==> src/rtl/irq_pending_ctrl.sv <==
// Interrupt-request front end: synchronises and edge-detects request lines into a
// pending register, presents the masked vector to an external priority encoder and
// runs the irq/ack handshake with the service side.
module irq_pending_ctrl #(
    parameter int N    = 8,
    parameter int IDXW = 3
) (
    input  logic            clk,
    input  logic            rst_n,
    input  logic [N-1:0]    req_i,
    input  logic [N-1:0]    mask_i,
    output logic [N-1:0]    pend_o,
    input  logic [IDXW-1:0] enc_y_i,
    input  logic            enc_idle_i,
    output logic            irq_o,
    output logic [IDXW-1:0] irq_id_o,
    input  logic            ack_i,
    output logic            overrun_o,
    output logic [1:0]      dbg_state
);

    // Handshake: irq_o stays high with a stable irq_id_o until ack_i is seen high on
    // a rising clk edge; the serviced pending bit clears on that same edge, irq_o
    // drops, and the next irq_o cannot rise before the second edge after the ack.
    typedef enum logic [1:0] {
        ST_IDLE  = 2'd0,
        ST_ISSUE = 2'd1,
        ST_GAP   = 2'd2
    } state_t;

    state_t          state;
    state_t          state_next;
    logic [N-1:0]    sync_s1;
    logic [N-1:0]    sync_s2;
    logic [N-1:0]    sync_s3;
    logic [N-1:0]    edges;
    logic [N-1:0]    pending;
    logic [N-1:0]    pending_next;
    logic [N-1:0]    clr;
    logic            irq_next;
    logic [IDXW-1:0] id_next;
    logic            overrun_next;

    always_ff @(posedge clk or negedge rst_n) begin
        if (!rst_n) begin
            sync_s1 <= '0;
            sync_s2 <= '0;
            sync_s3 <= '0;
        end else begin
            sync_s1 <= req_i;
            sync_s2 <= sync_s1;
            sync_s3 <= sync_s2;
        end
    end

    assign edges = sync_s2 & ~sync_s3;

    always_comb begin
        state_next = state;
        irq_next   = irq_o;
        id_next    = irq_id_o;
        clr        = '0;
        case (state)
            ST_IDLE: begin
                if (!enc_idle_i) begin
                    state_next = ST_ISSUE;
                    irq_next   = 1'b1;
                    id_next    = enc_y_i;
                end
            end
            ST_ISSUE: begin
                if (ack_i) begin
                    clr[irq_id_o] = 1'b1;
                    irq_next      = 1'b0;
                    state_next    = ST_GAP;
                end
            end
            ST_GAP: begin
                state_next = ST_IDLE;
            end
            default: begin
                state_next = ST_IDLE;
                irq_next   = 1'b0;
            end
        endcase
    end

    // A fresh edge beats a same-cycle clear, so a re-request during ack is kept.
    assign pending_next = (pending & ~clr) | edges;
    assign overrun_next = |(edges & pending & ~clr);

    always_ff @(posedge clk or negedge rst_n) begin
        if (!rst_n) begin
            state     <= ST_IDLE;
            pending   <= '0;
            irq_o     <= 1'b0;
            irq_id_o  <= '0;
            overrun_o <= 1'b0;
        end else begin
            state     <= state_next;
            pending   <= pending_next;
            irq_o     <= irq_next;
            irq_id_o  <= id_next;
            overrun_o <= overrun_next;
        end
    end

    assign pend_o    = pending & mask_i;
    assign dbg_state = state;

endmodule

==> config.mk <==
export PLATFORM = sky130hd
export DESIGN_NAME = irq_pending_ctrl
export DESIGN_NICKNAME = d
export VERILOG_FILES = /design/src/rtl/irq_pending_ctrl.sv
export SDC_FILE = /design/constraint.sdc
export NUM_CORES = 1
export LEC_CHECK = 0
export CORE_MARGIN = 10
export CORE_UTILIZATION = 41
export DETAILED_ROUTE_END_ITERATION = 12
export PLACE_DENSITY = 0.83
export SLEW_MARGIN = 20
export SYNTH_ARGS = -nofsm -noshare
export SYNTH_HDL_FRONTEND = slang
export SYNTH_SLANG_ARGS = --single-unit
==> constraint.sdc <==
create_clock -name clk -period 1.65 [get_ports clk]
set_input_delay 0.165 -clock clk [delete_from_list [all_inputs] [get_ports clk]]
set_output_delay 0.165 -clock clk [all_outputs]
set_load 0.01 [all_outputs]
==> impl_metrics.json <==
{
  "rr_worst_depth": 5,
  "die_w_um": 76.8,
  "failed_checks": "negative setup slack",
  "finalNonFillerCells": 199,
  "ys_types": 24,
  "worst_ep_arrival_time_ns": 2.01,
  "synthCells": 94,
  "antenna_found_initial": 0,
  "dr.pass1.iters": 4,
  "rsz0062_at_grt": "yes",
  "worstSetupStartpoint": "dbg_state[1]$_DFFE_PN0P_",
  "maxCapViolations": 0,
  "antenna_cells": 0,
  "cts_tree": "yes",
  "routedWlPerCell_um": 14.8,
  "dpl.cell_count": 185,
  "syn_area_per_cell_sq_um": 14.1,
  "power_density_mw_per_mm2": 1410,
  "die_area_sq_mm": 0.00590,
  "required_ns": 1.88,
  "yosysWarnings": 0,
  "syn_to_final_growth_pct": 51.8,
  "finalCritPeriodShare_pct": 108,
  "row_count": 20,
  "max_slew.worst_pin.slew_ns": 0.825,
  "cp-start-kind": "flop",
  "start_util_pct": 43.0,
  "endpoint": "overrun_o$_DFF_PN0_",
  "fmax_ghz": 0.563,
  "cts_htree_levels": 2,
  "slowest_delay_ns": 0.43,
  "ir_drop_uv": 687,
  "grt_pass1_vias": 940,
  "final_util_pct": 65.2,
  "detail-route-antenna-nets": 0,
  "synth_seq_cells": 39,
  "slew-limit-headroom_pct": 45.0,
  "syn_area_sq_mm": 0.00132,
  "cts_buffers": 5,
  "timing.rr.start": "dbg_state[1]$_DFFE_PN0P_",
  "power_frac_comb_pct": 33.1,
  "whs_ns": 0.243,
  "io_buffers": 37,
  "grt_overflow": 0,
  "swShare_pct": 29.9,
  "clock_sinks": 39,
  "worstPathMaxFanout": 4,
  "num_vias": 949,
  "p_sw_uw": 849,
  "core_region_area_sq_mm": 0.00308,
  "grt_max_degree": 40,
  "critPathBufInv": 1,
  "cpMaxStageDelayCell": "dfrtp_2",
  "worstSkewPairLatency_ns": 0.34,
  "critPathKind": "flop to flop",
  "fillCellCount": 222,
  "clock_path_buffers": 2,
  "dpl_cell_area_sq_mm": 0.00183,
  "fin_crit_ns": 1.78,
  "seq_area_frac_synth_pct": 73.8,
  "internal_power_uw": 1990,
  "cp-end-kind": "flop",
  "place.gp.congestion": 0.771,
  "maxSlewViolCount": 0,
  "setup_ws_ns": -0.126,
  "synthesis.nets": 117,
  "status": "finished, violations left",
  "track_usage_pct": 9.92,
  "fin_nets": 177,
  "design.portCount": 38,
  "drc": 0,
  "crit_family": "simple AND/OR/NAND/NOR gates",
  "seqPwrFrac_pct": 44.2,
  "wirelength_um": 2950,
  "drt-initial-drc-count": 80,
  "pwr-share-clk_pct": 22.8,
  "die_y_um": 76.8,
  "vias_per_cell": 4.77,
  "leakage_uw": 0.000874,
  "finClkSkew_ns": 0.0132,
  "grt_pass1_wl_um": 4620,
  "hold_path_class": "input pin to flop",
  "final-hold-violation-count": 0,
  "timing.rr.end": "overrun_o$_DFF_PN0_",
  "final_cell_area_sq_mm": 0.00201,
  "rrSetupSlack_ns": -0.13,
  "setup_viol": 1,
  "dp_hpwl_um": 2100,
  "drive_above_1_share_pct": 23.9,
  "cp.depth": 5,
  "cts.clk_slew.worst_paths_ns": 0.13,
  "root_buffer": "clkbuf_4",
  "crit_chain": "buf_4 > nand3b_1 > o21ai_0 > o221ai_1 > or3_1"
}
worst min-delay path by stage:
| stage | from | slack [ns] | to | depth (start not counted) |
|---|---|---|---|---|
| floorplan | rst_n | -0.13 | dbg_state[0]$_DFFE_PN0P_ | 0 |
| global placement | rst_n | 0.29 | sync_s1[4]$_DFF_PN0_ | 1 |
| detailed placement | rst_n | 0.30 | sync_s2[7]$_DFF_PN0_ | 1 |
| CTS | req_i[4] | 0.23 | sync_s1[4]$_DFF_PN0_ | 1 |
| global route | req_i[6] | 0.19 | sync_s1[6]$_DFF_PN0_ | 1 |
| finish | req_i[5] | 0.24 | sync_s1[5]$_DFF_PN0_ | 1 |
layout by cell type, fill, tap and decap left out, types with 4 or more instances in the layout:
master	instances
and2_1	8
buf_4	15
clkbuf_4	5
clkdlybuf4s50_1	33
dfrtp_1	35
dfrtp_2	4
nand2_1	9
nand2b_1	7
metal layers:
| layer | GRT usage (%) | vias to the layer above | part of all wire, % |
|---|---|---|---|
| li1 | - | 442 | - |
| met1 | 10.2 | 473 | 39 |
| met2 | 17.2 | 31 | 54 |
| met3 | 5.13 | 3 | 5.7 |
| met4 | 2.79 | 0 | 0.75 |
| met5 | 0 | - | 0 |
registers in the layout, summed over array words and instances (netlist names):
signal     count
dbg_state      2
irq_id_o       3
irq_o          1
overrun_o      1
pending        8
sync_s1        8
sync_s2        8
sync_s3        8
power by group through the flow:
stage          clock [uW]  combinational [uW]  sequential (uW)
4_1_cts               667                 816             1260
5_1_grt               728                1000             1280
6_report              647                 938             1250
3_3_place_gp            0                 770             1250
3_5_place_dp            0                 793             1260
2_1_floorplan           0                 279             1280
synthesized netlist by cell type:
cell | count | share of area, %
a211oi_1 | 1 | 0.57
nor2_1 | 3 | 0.85
dfrtp_1 | 39 | 74
o221ai_1 | 1 | 0.66
o41ai_1 | 1 | 0.66
mux2_2 | 3 | 2.6
nand2_1 | 9 | 2.6
o31ai_1 | 2 | 1.1
nand2b_1 | 7 | 3.3
or3_1 | 1 | 0.47
nor3_1 | 1 | 0.38
nor2b_1 | 1 | 0.47
o41ai_2 | 1 | 1.2
o32ai_1 | 1 | 0.66
inv_1 | 2 | 0.57
o22ai_1 | 1 | 0.47
o21ai_0 | 4 | 1.5
nand3b_1 | 2 | 1.1
and2_1 | 8 | 3.8
or3b_4 | 1 | 0.85
nor3b_1 | 1 | 0.57
nand3_1 | 1 | 0.38
o21ai_1 | 2 | 0.76
o22a_1 | 1 | 0.66
area by class of cell:
type | count | area [sq um] | share of cell area [%]
Sequential cell | 39 | 981 | 48.8
Clock buffer | 5 | 37.5 | 1.87
Clock inverter | 3 | 47.5 | 2.37
Timing Repair Buffer | 53 | 495 | 24.7
Multi-Input combinational cell | 53 | 384 | 19.1
Tap cell | 44 | 55.1 | 2.74
Inverter | 2 | 7.51 | 0.374
cells by family (layout without fill, tap and decap cells):
| logic type | count (synthesis) | in the layout | synth area share [%] |
|---|---|---|---|
| compound gates | 15 | 15 | 8.33 |
| buf+inv | 2 | 63 | 0.568 |
| flops | 39 | 39 | 73.8 |
| mux | 3 | 3 | 2.55 |
| simple gates | 35 | 35 | 14.8 |
through the flow:
stage / setup slack (ns) / TNS (ns) / power [uW]
after detailed placement: -0.180 / -0.180 / 2050
after global placement: -0.0786 / -0.0786 / 2020
after global routing: -0.198 / -0.198 / 3010
after CTS: -0.0990 / -0.0990 / 2740
after floorplan: -0.0391 / -0.0391 / 1560
final: -0.126 / -0.126 / 2840
what timing repair did:
item	in CTS	in global routing
setup endpoints to repair	2	7
buffers inserted	0	5
gates resized for setup	3	8
hold buffers	1	0
hold endpoints to repair	39	0
pin swaps	0	1
(Power assumes the default switching activity.)
